===== src/rtl/mem_arbiter.sv =====
// rtl/mem_arbiter.sv - arbitrates one RAM port between fetch and data requests, data first
// Defining MEM_ARB_FAIR_EN grants a waiting fetch after three data grants that bypassed it.
module mem_arbiter #(
  parameter int TIMEOUT = 255,
  parameter int CNT_W   = 8
) (
  input  logic        CLK,
  input  logic        RST,
  input  logic        imemREN,
  input  logic [31:0] imemaddr,
  output logic [31:0] imemload,
  output logic        ihit,
  input  logic        dmemREN,
  input  logic        dmemWEN,
  input  logic [31:0] dmemaddr,
  input  logic [31:0] dmemstore,
  output logic [31:0] dmemload,
  output logic        dhit,
  output logic        ramREN,
  output logic        ramWEN,
  output logic [31:0] ramaddr,
  output logic [31:0] ramstore,
  input  logic [31:0] ramload,
  input  logic        ram_ready,
  output logic        timeout_err
);

  typedef enum logic [1:0] {IDLE = 2'd0, DGNT = 2'd1, IGNT = 2'd2, TURN = 2'd3} state_t;

  localparam logic [CNT_W-1:0] TIMEOUT_C = CNT_W'(TIMEOUT);

  state_t           state, state_next;
  logic [CNT_W-1:0] wait_cnt, cnt_inc;
  logic             dreq, granted, fair_turn;

  assign dreq    = dmemREN | dmemWEN;
  assign granted = (state == DGNT) || (state == IGNT);
  assign cnt_inc = (&wait_cnt) ? wait_cnt : wait_cnt + CNT_W'(1);

`ifdef MEM_ARB_FAIR_EN
  logic [1:0] streak;

  assign fair_turn = (streak == 2'd3) && imemREN;

  // Counts data grants that overtook a pending fetch; saturates at 3.
  always_ff @(posedge CLK) begin
    if (RST) begin
      streak <= '0;
    end else if (state == IDLE && state_next == IGNT) begin
      streak <= '0;
    end else if (state == IDLE && state_next == DGNT && imemREN && streak != 2'd3) begin
      streak <= streak + 2'd1;
    end
  end
`else
  assign fair_turn = 1'b0;
`endif

  always_comb begin
    state_next = state;
    ramREN     = 1'b0;
    ramWEN     = 1'b0;
    ramaddr    = '0;
    ramstore   = '0;
    ihit       = 1'b0;
    dhit       = 1'b0;
    imemload   = '0;
    dmemload   = '0;
    if (!RST) begin
      case (state)
        IDLE: begin
          if (fair_turn)    state_next = IGNT;
          else if (dreq)    state_next = DGNT;
          else if (imemREN) state_next = IGNT;
        end
        DGNT: begin
          ramaddr  = dmemaddr;
          ramstore = dmemstore;
          // A dropped request leaves the grant parked with strobes off.
          if (dreq) begin
            ramWEN = dmemWEN;
            ramREN = dmemREN & ~dmemWEN;
            if (ram_ready) begin
              dhit       = 1'b1;
              dmemload   = ramload;
              state_next = TURN;
            end
          end
        end
        IGNT: begin
          ramaddr = imemaddr;
          if (imemREN) begin
            ramREN = 1'b1;
            if (ram_ready) begin
              ihit       = 1'b1;
              imemload   = ramload;
              state_next = TURN;
            end
          end
        end
        TURN:    state_next = IDLE;
        default: state_next = IDLE;
      endcase
    end
  end

  always_ff @(posedge CLK) begin
    if (RST) begin
      state       <= IDLE;
      wait_cnt    <= '0;
      timeout_err <= 1'b0;
    end else begin
      state <= state_next;
      if (!granted) begin
        wait_cnt <= '0;
      end else if (!ram_ready) begin
        wait_cnt <= cnt_inc;
        if (cnt_inc >= TIMEOUT_C) timeout_err <= 1'b1;
      end
    end
  end

endmodule


===== config.mk =====
export PLATFORM = sky130hd
export DESIGN_NAME = mem_arbiter
export DESIGN_NICKNAME = d
export VERILOG_FILES = /design/src/rtl/mem_arbiter.sv
export SDC_FILE = /design/constraint.sdc
export NUM_CORES = 1
export LEC_CHECK = 0
export CAP_MARGIN = 20
export CORE_AREA = 2 2 104 106
export DETAILED_ROUTE_END_ITERATION = 7
export DIE_AREA = 0 0 106 108
export PLACE_DENSITY_LB_ADDON = 0.12
export SYNTH_ARGS = -nofsm -noshare
export SYNTH_HDL_FRONTEND = slang
export SYNTH_SLANG_ARGS = --single-unit
export TNS_END_PERCENT = 1

===== constraint.sdc =====
create_clock -name CLK -period 2 [get_ports CLK]
set_input_delay 0.6 -clock CLK [delete_from_list [all_inputs] [get_ports CLK]]
set_output_delay 0.6 -clock CLK [all_outputs]
set_load 0.02 [all_outputs]

==> key figures, run 1 <==
Status
  – Status: finished, violations left
  – Failing checks: negative setup slack

Logic synthesis
  – Post-synth top area share: 0.3288
  – Yosys cell types: 42
  – Async SR Flop Fraction: 0
  – Sequential fraction of the synthesis area: 0.1193
  – Area leader, netlist: and2_1
  – Synth cell count leaders: and2_1 (97), nor2_1 (43), a22oi_1 (33), clkbuf_1 (20), dfxtp_1 (11)
  – Mean Syn Cell Area: 6.639 µm²
  – Post-Synthesis Cells: 278
  – Post-Synthesis Net Count: 416
  – Most frequent cell after synthesis: and2_1
  – Main synth FF type: dfxtp_1
  – Yosys warnings: 0
  – Synthesized flop and latch total: 11
  – Post-synth EDFFs: 0
  – Synth area leaders: and2_1 (33%), a22oi_1 (13%), dfxtp_1 (12%)
  – Mapped cell area: 1846 µm²

CTS
  – Worst-path clk slew: 0.05 ns
  – Total CTS buffers: 3
  – Clk buf depth: 2
  – TritonCTS clock tree: done
  – Htree depth: 1
  – CTS sink count: 11
  – Clk_lat worst skew: 0.24 ns
  – Root buffer cell: clkbuf_8

Timing
  – Setup violators final: 132
  – Slew at the pin with the worst max-slew slack: 0.3130 ns
  – Fmax: 446.9 MHz
  – Slew Viols, Final: 0
  – Crit path time final: 2.238 ns
  – Period utilization: 1.119
  – Setup TNS after final layout: -18.72 ns
  – Worst setup margin: -0.2376 ns
  – Fin. Hold Viols: 0
  – RSZ-0062 raised after global routing: yes
  – Final Skew: 0.006092 ns
  – Max transition margin: 0.7887

Place
  – DP Wirelength: 8257 µm
  – Routability cong.: 0.8194
  – Port Buffer Count: 266

Critical path
  – Data required, critical path: 1.40 ns
  – Critical path class: primary input to output pin
  – CP Capture Type: output pin
  – CP max FO: 16
  – Critical path startpoint category: primary input
  – CP arrival: 1.64 ns

Route
  – Drc violations: 0
  – DR vias: 3054
  – Via/cell ratio: 4.452
  – Avg WL per Cell: 15.05 µm
  – Iter 0 DRT Violations: 159
  – Drt first pass iters: 5
  – Final wirelength: 10320 µm
  – Antenna Nets Post-Route: 0

Global route
  – GR Overflow Total: 0
  – First-pass GRT wire length: 14770 µm
  – Initial antenna violation count: 0
  – Vias in the first global route: 2980
  – Largest net degree at the start of global routing: 34
  – GRT Total Usage: 0.1592

Run
  – Max-Cap Viols: 0

Layout
  – Nets: 689
  – Diodes inserted: 0
  – Fraction of layout cells with a size suffix above 1: 0.4564
  – Area growth syn-to-layout: 170.7%

Floorplan
  – Starting Density: 0.1804
  – Num ports: 267
  – Die X: 106 µm
  – Core Box Area: 10230 µm²
  – Die Ht: 108 µm
  – Die ar.: 11450 µm²
  – Num rows: 37

Power and ir drop
  – Pwr Density: 486.3 nW/µm²
  – Peak supply drop: 0.2470 mV
  – Final total power: 2429 µW
  – Leak pwr: 0.002170 µW

Worst hold path
  – Worst hold path type: flip-flop to flip-flop
[cells by family after synthesis]
group / synth area share
compound gates: 0.2414
buf+inv: 0.07864
simple gates: 0.5092
xor+xnor: 0.01898
flops: 0.1193
mux: 0.005424
fa+ha+maj: 0.02712
[registers in the layout (all words and copies together) (netlist names)]
signal,count
wait_cnt,8
state,2
timeout_err,1
[final timing paths]
kind,startpoint,to,slack [ns],cells past startpoint
max,RST,dmemload[9],-0.24,6
max reg2reg,state[0],timeout_err,0.14,8
min,state[0],state[0],0.50,2
min reg2reg,state[0],state[0],0.50,2
[final cells by class]
cell class                      instances  area, µm²
Clock buffer                            4      45.04
Inverter                                7      26.28
Sequential cell                        11      222.7
Multi-Input combinational cell        234       1680
Fill cell                            1000       5235
Timing Repair Buffer                  294       2851
Tap cell                              136      170.2
[cell usage in the layout, fill, tap and decap left out, types with 5 or more instances in the layout]
cell type / netlist / layout
and2_2: 0 / 19
a21oi_1: 7 / 7
dfxtp_1: 11 / 9
a22oi_1: 33 / 28
and2_1: 97 / 40
and2_4: 0 / 38
buf_2: 2 / 25
buf_4: 3 / 49
clkdlybuf4s50_1: 0 / 129
inv_2: 3 / 5
nor2_1: 43 / 42
a22oi_2: 0 / 5
buf_6: 1 / 83
[routing by layer]
metal	routed length, µm	global-route usage	vias up
met1	3483	0.1554	1367
met5	0	0	-
met3	880	0.04219	10
met2	5848	0.3327	177
li1	-	-	1500
met4	111	0.03102	0
[critical path, stage by stage]
cell and delay (ns):
buf_2 0.11, and2b_1 0.21, nor3b_4 0.23, buf_6 0.20, and2_2 0.17, buf_6 0.11
[metrics by stage]
step	setup slack, ns	cell area, µm²	hold slack, ns	util	instances
floorplan	-0.09775	1919	0.4607	-	278
CTS	-0.2985	4712	0.5107	0.4606	688
global route	-0.2991	4996	0.5286	0.4883	686
finish	-0.2376	4996	0.5032	0.4883	686
detailed placement	-1.038	4831	0.4973	0.4722	677
global placement	-1.004	4831	0.4871	0.4722	677
[where the power goes]
group          leakage (µW)  internal (µW)  switching [µW]  total [µW]
combinational       0.00206            973             964        1940
sequential        0.0000898            245            22.0         267
clock             0.0000228            140            85.1         225
total               0.00217           1360            1070        2430
[repair_timing]
action	in CTS	in global routing
cloned	2	0
setup buffers	5	0
pin swaps	3	22
hold buffers	0	0
resized for setup	663	105
endpoints found under the setup margin	134	134
No activity file was read; power rests on OpenSTA's default activity.
==> run 2: changes to the inputs <==
--- a/config.mk
+++ b/config.mk
@@ -5,11 +5,13 @@
 export SDC_FILE = /design/constraint.sdc
 export NUM_CORES = 1
 export LEC_CHECK = 0
+export ABC_CLOCK_PERIOD_IN_PS = 2000
 export CAP_MARGIN = 20
 export CORE_AREA = 2 2 104 106
 export DETAILED_ROUTE_END_ITERATION = 7
 export DIE_AREA = 0 0 106 108
 export PLACE_DENSITY_LB_ADDON = 0.12
+export SKIP_CTS_REPAIR_TIMING = 1
 export SYNTH_ARGS = -nofsm -noshare
 export SYNTH_HDL_FRONTEND = slang
 export SYNTH_SLANG_ARGS = --single-unit
==> key figures, run 2 (synthesis results as in run 1) <==
Layout
  – Most common cell after layout, fill and taps aside: clkdlybuf4s50_1 (unchanged)
  – Diodes inserted: 0 (unchanged)
  – Biggest register: wait_cnt (unchanged)
  – Final instance area: 5137 µm² (was 4996 µm²)
  – Most frequent cells in the layout: clkdlybuf4s50_1 (129), buf_6 (78), and2_4 (69), buf_4 (49), nor2_1 (42) (was clkdlybuf4s50_1 (129), buf_6 (83), buf_4 (49), nor2_1 (42), and2_1 (40))
  – Fraction of layout cells with a size suffix above 1: 0.4685 (was 0.4564)
  – Largest regs: wait_cnt x8, state x2, timeout_err x1 (unchanged)
  – Fill count: 988 (was 1000)
  – Largest register FFs: 8 (unchanged)
  – Fin cells: 691 (was 686)
  – Area growth syn-to-layout: 178.4% (was 170.7%)
  – Nets: 694 (was 689)

Route
  – Drt first pass iters: 4 (was 5)
  – Iter 0 DRT Violations: 118 (was 159)
  – DR vias: 3095 (was 3054)
  – Avg WL per Cell: 15.49 µm (was 15.05 µm)
  – Via/cell ratio: 4.479 (was 4.452)
  – Drc violations: 0 (unchanged)
  – Antenna Nets Post-Route: 0 (unchanged)
  – Final wirelength: 10700 µm (was 10320 µm)

CTS
  – Root buffer cell: clkbuf_8 (unchanged)
  – Worst-path clk slew: 0.05 ns (about the same)
  – CTS sink count: 11 (unchanged)
  – TritonCTS clock tree: done (unchanged)
  – Clk_lat worst skew: 0.24 ns (about the same)
  – Htree depth: 1 (unchanged)
  – Total CTS buffers: 3 (unchanged)
  – Clk buf depth: 2 (unchanged)

Critical path
  – Reg2reg start: state[0] (unchanged)
  – Critical path startpoint category: flip-flop (was primary input)
  – Data required, critical path: 1.40 ns (about the same)
  – CP max FO: 8 (was 16)
  – Critical path class: flip-flop to output pin (was primary input to output pin)
  – CP Capture Type: output pin (unchanged)
  – Setup crit start: state[1] (was RST)
  – Register-to-Register Setup Slack: 0.12 ns (was 0.14 ns)
  – CP arrival: 1.66 ns (was 1.64 ns)

Floorplan
  – Num ports: 267 (unchanged)
  – Die ar.: 11450 µm² (unchanged)
  – Die Ht: 108 µm (unchanged)
  – Starting Density: 0.1804 (unchanged)
  – Num rows: 37 (unchanged)
  – Core Box Area: 10230 µm² (unchanged)
  – Die X: 106 µm (unchanged)

Timing
  – Max transition margin: 0.7875 (was 0.7887)
  – RSZ-0062 raised after global routing: yes (unchanged)
  – Fin Hold WS: 0.5276 ns (was 0.5032 ns)
  – Fin. Hold Viols: 0 (unchanged)
  – Period utilization: 1.128 (was 1.119)
  – Final Skew: 0.007081 ns (was 0.006092 ns)
  – Crit path time final: 2.255 ns (was 2.238 ns)
  – Fmax: 443.4 MHz (was 446.9 MHz)
  – Worst setup margin: -0.2553 ns (was -0.2376 ns)
  – Setup violators final: 132 (unchanged)
  – Slew Viols, Final: 0 (unchanged)
  – Slew at the pin with the worst max-slew slack: 0.3148 ns (was 0.3130 ns)

Power and ir drop
  – Combinational share of power: 0.796 (was 0.798)
  – Reg power frac: 0.111 (was 0.110)
  – Switching share of power: 0.4371 (was 0.4410)
  – Final total power: 2451 µW (was 2429 µW)
  – Clock power share: 0.093 (about the same)
  – Leak pwr: 0.002270 µW (was 0.002170 µW)
  – Pwr Density: 477.2 nW/µm² (was 486.3 nW/µm²)
  – Internal cell power: 1380 µW (was 1358 µW)
  – Peak supply drop: 0.2507 mV (was 0.2470 mV)
  – Switching pwr: 1072 µW (was 1071 µW)

Global route
  – Met3 Usage GRT: 0.04219 (unchanged)
  – GRT Total Usage: 0.1516 (was 0.1592)
  – Initial antenna violation count: 0 (unchanged)
  – M2 GR Usage: 0.3152 (was 0.3327)
  – Busiest grt layer: met2 (unchanged)
  – Largest net degree at the start of global routing: 34 (unchanged)
  – Vias in the first global route: 2918 (was 2980)
  – Routing usage on met1: 0.1463 (was 0.1554)
  – First-pass GRT wire length: 14070 µm (was 14770 µm)
  – GR Overflow Total: 0 (unchanged)

Place
  – Routability cong.: 0.8194 (unchanged)
  – DP Area: 4831 µm² (unchanged)
  – Port Buffer Count: 266 (unchanged)
  – Place WS: -1.038 ns (unchanged)
  – DP Wirelength: 8257 µm (unchanged)
  – DP Cell Count: 677 (unchanged)

Worst hold path
  – Worst hold path type: flip-flop to flip-flop (unchanged)
  – Hold path startpoint: state[0] (unchanged)

Run
  – Max-Cap Viols: 0 (unchanged)

Status
  – Failing checks: negative setup slack (unchanged)
  – Status: finished, violations left (unchanged)
==> run 2: cell count changes in the layout (fill, tap and decap cells not counted), moves of 6 or more <==
cell / previous run / this run
and2_4: 38 / 69
clkbuf_2: 1 / 10
and2_2: 19 / 0
buf_2: 25 / 19
and2_1: 40 / 28
==> run 2: final cells by class <==
class / count / area (µm²) / area share
Clock buffer: 4 / 45.04 / 0.008768
Inverter: 7 / 26.28 / 0.005114
Multi-Input combinational cell: 234 / 1718 / 0.3344
Sequential cell: 11 / 225.2 / 0.04384
Tap cell: 136 / 170.2 / 0.03312
Timing Repair Buffer: 299 / 2953 / 0.5748
==> run 2: final timing paths <==
kind	endpoint	depth (start not counted)
max	imemload[22]	8
min	state[0]	2
max reg2reg	timeout_err	8
min reg2reg	state[0]	2
==> run 2: metal layers <==
metal | vias up | routed length [µm]
met5 | - | 0
met4 | 0 | 216
met3 | 14 | 967
met2 | 183 | 5940
met1 | 1392 | 3578
li1 | 1506 | -
==> run 2: power groups by stage <==
stage	Sequential, µW	Combinational, µW	Clock [µW]
6_report	273	1950	228
5_1_grt	278	2100	237
4_1_cts	260	1850	229
3_5_place_dp	265	1840	0
3_3_place_gp	264	1840	0
2_1_floorplan	263	912	0
==> run 2: stage by stage <==
step / utilization / setup TNS (ns)
3_3_place_gp: 0.4722 / -124.10
5_1_grt: 0.5021 / -28.32
6_report: 0.5021 / -21.47
4_1_cts: 0.4766 / -128.21
3_5_place_dp: 0.4722 / -128.41
2_1_floorplan: - / -6.187
==> run 2: critical path, stage by stage, from the launching register on <==
cell	delay, ns
dfxtp_2	0.33
buf_4	0.12
ha_4	0.15
nand2_4	0.06
nor3_4	0.20
buf_12	0.15
buf_6	0.13
and2_1	0.16
buf_6	0.13
